<file path="src/rtl/reg_file16.sv">
// Eight-entry register file with same-cycle write bypass and a per-register
// busy scoreboard used by decode to stall on pending write-backs.
module reg_file16 #(
    parameter int DATA_W = 16,
    parameter int NREG   = 8,
    parameter int ADDR_W = 3
) (
    input  logic              clk,
    input  logic              reset,
    input  logic              we,
    input  logic [ADDR_W-1:0] waddr,
    input  logic [DATA_W-1:0] wdata,
    input  logic [ADDR_W-1:0] raddr_a,
    output logic [DATA_W-1:0] rdata_a,
    input  logic [ADDR_W-1:0] raddr_b,
    output logic [DATA_W-1:0] rdata_b,
    output logic [3:0]        shamt_b,
    input  logic              issue,
    input  logic [ADDR_W-1:0] iaddr,
    output logic              stall,
    output logic [NREG-1:0]   busy
);

    logic [DATA_W-1:0] r_regs [NREG];
    logic [NREG-1:0]   r_busy;

    logic [NREG-1:0]   w_set;
    logic [NREG-1:0]   w_clr;
    logic              w_byp_a;
    logic              w_byp_b;

    // Register 0 is masked out of the decoded set/clear vectors so busy[0] stays 0.
    always_comb begin
        w_set = '0;
        w_clr = '0;
        if (issue) w_set = NREG'(1) << iaddr;
        if (we)    w_clr = NREG'(1) << waddr;
        w_set[0] = 1'b0;
        w_clr[0] = 1'b0;
    end

    always_ff @(posedge clk or posedge reset) begin
        if (reset) begin
            for (int unsigned i = 0; i < NREG; i++) begin
                r_regs[i] <= '0;
            end
            r_busy <= '0;
        end else begin
            if (we && (waddr != '0)) begin
                r_regs[waddr] <= wdata;
            end
            // A new issue outranks the write-back retiring the older instruction.
            r_busy <= (r_busy & ~w_clr) | w_set;
        end
    end

    always_comb begin
        w_byp_a = we && (waddr == raddr_a);
        w_byp_b = we && (waddr == raddr_b);

        rdata_a = '0;
        if (raddr_a != '0) rdata_a = w_byp_a ? wdata : r_regs[raddr_a];

        rdata_b = '0;
        if (raddr_b != '0) rdata_b = w_byp_b ? wdata : r_regs[raddr_b];

        shamt_b = rdata_b[3:0];
        stall   = (r_busy[raddr_a] && !w_byp_a) || (r_busy[raddr_b] && !w_byp_b);
        busy    = r_busy;
    end

endmodule

</file>
<file path="config.mk">
export PLATFORM = sky130hd
export DESIGN_NAME = reg_file16
export DESIGN_NICKNAME = d
export VERILOG_FILES = /design/src/rtl/reg_file16.sv
export SDC_FILE = /design/constraint.sdc
export NUM_CORES = 1
export LEC_CHECK = 0
export ABC_CLOCK_PERIOD_IN_PS = 3700
export BUFFER_PORTS_ARGS = -buffer_cell sky130_fd_sc_hd__buf_2
export CAP_MARGIN = 5
export CORE_UTILIZATION = 39
export CTS_BUF_LIST = sky130_fd_sc_hd__clkbuf_8
export DETAILED_ROUTE_END_ITERATION = 10
export SETUP_SLACK_MARGIN = 0.4
export SLEW_MARGIN = 40
export SYNTH_ARGS = -nofsm -noshare
export SYNTH_HDL_FRONTEND = slang
export SYNTH_SLANG_ARGS = --single-unit
</file>
<file path="constraint.sdc">
create_clock -name clk -period 3.7 [get_ports clk]
set_input_delay 0.37 -clock clk [delete_from_list [all_inputs] [get_ports clk]]
set_output_delay 0.37 -clock clk [all_outputs]
set_load 0.02 [all_outputs]
</file>
==> results.sh <==
export IMPL_detail_route_first_pass_iterations=4
export IMPL_drt_initial_drc_count=323
export IMPL_detail_route_antenna_nets=0
export IMPL_mappedNetlistArea_sq_um=7890
export IMPL_grt_max_degree=136
export IMPL_htree_num_levels=4
export IMPL_filler_instances=1834
export IMPL_mappedNetlistNets=625
export IMPL_hold_violations=0
export IMPL_netlist_top_cells_area="sky130_fd_sc_hd__dfrtp_1 43%, sky130_fd_sc_hd__mux2_2 16%, sky130_fd_sc_hd__mux4_2 10%"
export IMPL_cts_inserted_buffers=17
export IMPL_clock_tree_buffer_depth=2
export IMPL_layout_min_cycle_time_ns=2.69
export IMPL_crit_path_kind="input pin to output port"
export IMPL_regToRegSetupSlack_ns=2.90
export IMPL_crit_path_start_kind="input pin"
export IMPL_portBuffers=75
export IMPL_vdd_ir_drop_worst_mv=0.238
export IMPL_row_count=51
export IMPL_max_slew_margin_pct=51.6
export IMPL_yosysWarnings=0
export IMPL_synthToLayoutAreaGrowth_pct=11.1
export IMPL_antenna_found_initial=0
export IMPL_crit_required_ns=3.33
export IMPL_critPathArrivalTime_ns=2.32
export IMPL_report_final_slew_viol_count=0
export IMPL_status="finished clean"
export IMPL_ctsResizeCount=0
export IMPL_postSynthCellCount=593
export IMPL_drv_cap=0
export IMPL_ctsHoldBuffers=0
export IMPL_globalRoute_totalOverflow=0
export IMPL_reg2reg_to="r_regs[53]$_DFFE_PP0P_"
export IMPL_post_synth_top_area_fraction_pct=42.8
export IMPL_placement_setup_worst_slack_ns=0.996
export IMPL_first_global_vias=5599
export IMPL_postLayoutCoreUtil_pct=44.6
export IMPL_clk_latency_ns=0.45
export IMPL_tritoncts_clock_tree="built"
export IMPL_rsz0062_at_grt="no"
export IMPL_post_cts_repair_setup_buffers=0
export IMPL_critical_path_maximum_fanout=12
export IMPL_cp_end_kind="output port"
export IMPL_global_route_usage_total_pct=22.0
export IMPL_avgViaCountPerCell=5.75
export IMPL_netlist_top_cells_count="135 x sky130_fd_sc_hd__dfrtp_1, 111 x sky130_fd_sc_hd__mux2_2, 66 x sky130_fd_sc_hd__mux2i_1"
export IMPL_min_setup_slack_post_route_ns=1.01
export IMPL_synth_most_common_cell="sky130_fd_sc_hd__dfrtp_1"
export IMPL_drc=0
export IMPL_tns_ns=0
export IMPL_antennaDiodeCount=0
export IMPL_total_wire_length_after_detailed_routing_microns=21300
export IMPL_floorplan_initialDensity_pct=40.2
export IMPL_design_die_area_sq_um=20800
export IMPL_gp_routability_congestion=0.779
export IMPL_synthArstFlopShare_pct=100
export IMPL_clk_root_buffer_cell="sky130_fd_sc_hd__clkbuf_8"
export IMPL_power_leakage_uw=0.00378
export IMPL_tightestPinTransition_ns=0.726
export IMPL_post_route_cells_drive_above_1_share_pct=50.3
export IMPL_synth_cell_type_count=33
export IMPL_portion_of_the_post_synthesis_area_used_by_sequential_elements_pct=42.8
export IMPL_number_of_enable_type_register_cells_in_the_synthesized_netlist=0
export IMPL_layout_cell_area_non_filler_sq_um=8770
export IMPL_detailed_place_area_sq_um=8320
export IMPL_vias=5263
export IMPL_synth_seq_cells=135
export IMPL_worst_setup_hold_path_clk_slew_ns=0.08
export IMPL_power_density_nw_per_um2=523
export IMPL_detailed_place_hpwl_microns=13200
export IMPL_yosys_most_used_dff="sky130_fd_sc_hd__dfrtp_1"
export IMPL_period_share_pct=72.8
export IMPL_regToRegStartpoint="r_regs[53]$_DFFE_PP0P_"
export IMPL_post_synth_top_area_cell="sky130_fd_sc_hd__dfrtp_1"
export IMPL_timing_reg2reg_worst_path_depth=1
export IMPL_final_setup_viol_count=0
export IMPL_hold_class="input pin to async pin"
export IMPL_cts_sinks=135
export IMPL_grt_first_pass_wirelength_microns=33100
export IMPL_core_area_sq_um=19700
export IMPL_ioPinCount=77
export IMPL_route_detailed_wl_per_inst_microns=23.3
export IMPL_clock_fmax_mhz=371
export IMPL_chipHeight_microns=144
export IMPL_timing_clock_skew_ns=0
export IMPL_dieWidth_microns=144
export IMPL_synthesis_area_per_instance_sq_um=13.3
export IMPL_fin_nets=670
-- worst max-delay path by stage --
stage,from,to,slack [ns],cells past startpoint
detailed placement,raddr_b[0],rdata_b[14],1.0,7
CTS,raddr_b[0],rdata_b[14],0.99,7
finish,raddr_b[0],rdata_b[14],1.01,7
global route,raddr_b[0],rdata_b[14],0.90,7
global placement,raddr_b[0],rdata_b[14],1.00,7
floorplan,waddr[1],shamt_b[0],1.45,7
-- worst max-delay path, cell delays in order --
cell,delay [ns]
sky130_fd_sc_hd__buf_2,0.28
sky130_fd_sc_hd__or2_1,0.61
sky130_fd_sc_hd__buf_4,0.30
sky130_fd_sc_hd__o22ai_1,0.09
sky130_fd_sc_hd__a211oi_1,0.37
sky130_fd_sc_hd__nor3_1,0.10
sky130_fd_sc_hd__buf_2,0.19
-- state kept, by name, indices dropped and copies added (netlist names) --
signal	cells
r_regs	128
busy	7
-- layout make-up --
| class | instances | area, sq um | share of cell area [%] |
|---|---|---|---|
| multi-input combinational | 386 | 4050 | 46.1 |
| tap | 265 | 332 | 3.78 |
| clock buffer | 18 | 248 | 2.82 |
| sequential | 135 | 3380 | 38.5 |
| clock inverter | 13 | 180 | 2.05 |
| timing repair buffer | 94 | 568 | 6.48 |
| inverter | 4 | 18.8 | 0.214 |
-- power breakdown --
group          internal [uW]  switching (uW)
Clock                    744             592
Sequential              1760             219
Combinational            649             624
-- layout by cell type, fill, tap and decap left out, types with 3 or more instances in the layout --
cell and instances:
sky130_fd_sc_hd__a211oi_1 10, sky130_fd_sc_hd__bufinv_16 4, sky130_fd_sc_hd__clkinv_2 4, sky130_fd_sc_hd__clkinvlp_4 4
sky130_fd_sc_hd__buf_12 4, sky130_fd_sc_hd__mux2i_1 66, sky130_fd_sc_hd__nand2b_1 3, sky130_fd_sc_hd__nor3_2 20
sky130_fd_sc_hd__o21ai_0 6, sky130_fd_sc_hd__mux2_2 111, sky130_fd_sc_hd__nand4b_4 3, sky130_fd_sc_hd__dfrtp_1 135
sky130_fd_sc_hd__mux4_2 36, sky130_fd_sc_hd__clkbuf_8 18, sky130_fd_sc_hd__buf_4 15, sky130_fd_sc_hd__nor2_1 30
sky130_fd_sc_hd__xnor2_1 5, sky130_fd_sc_hd__a211oi_2 20, sky130_fd_sc_hd__nand2_1 9, sky130_fd_sc_hd__nor3_1 10
sky130_fd_sc_hd__inv_1 3, sky130_fd_sc_hd__buf_2 75, sky130_fd_sc_hd__o22ai_1 35
-- cells by family after synthesis --
| kind of cell | count (synthesis) | share of synthesized area (%) |
|---|---|---|
| flops | 135 | 42.8 |
| simple gates | 91 | 7.82 |
| xor+xnor | 6 | 0.761 |
| other cells | 1 | 0.0475 |
| mux | 214 | 34.6 |
| buf+inv | 72 | 6.42 |
| compound gates | 74 | 7.52 |
-- metal layers --
metal / part of all wire (%) / vias to the layer above / track usage (%)
met2: 48 / 159 / 35.3
met3: 5.5 / 43 / 5.40
met1: 44 / 2737 / 28.8
met4: 2.3 / 0 / 7.76
met5: 0 / - / 0
li1: - / 2324 / -
-- per-stage QoR --
stage,cells,hold slack [ns],power (uW)
finish,915,0.117,4590
global route,915,0.127,4810
detailed placement,884,0.388,3280
global placement,884,0.384,3220
CTS,915,0.118,4610
floorplan,593,0.445,2930
No activity file was read; power rests on OpenSTA's default activity.
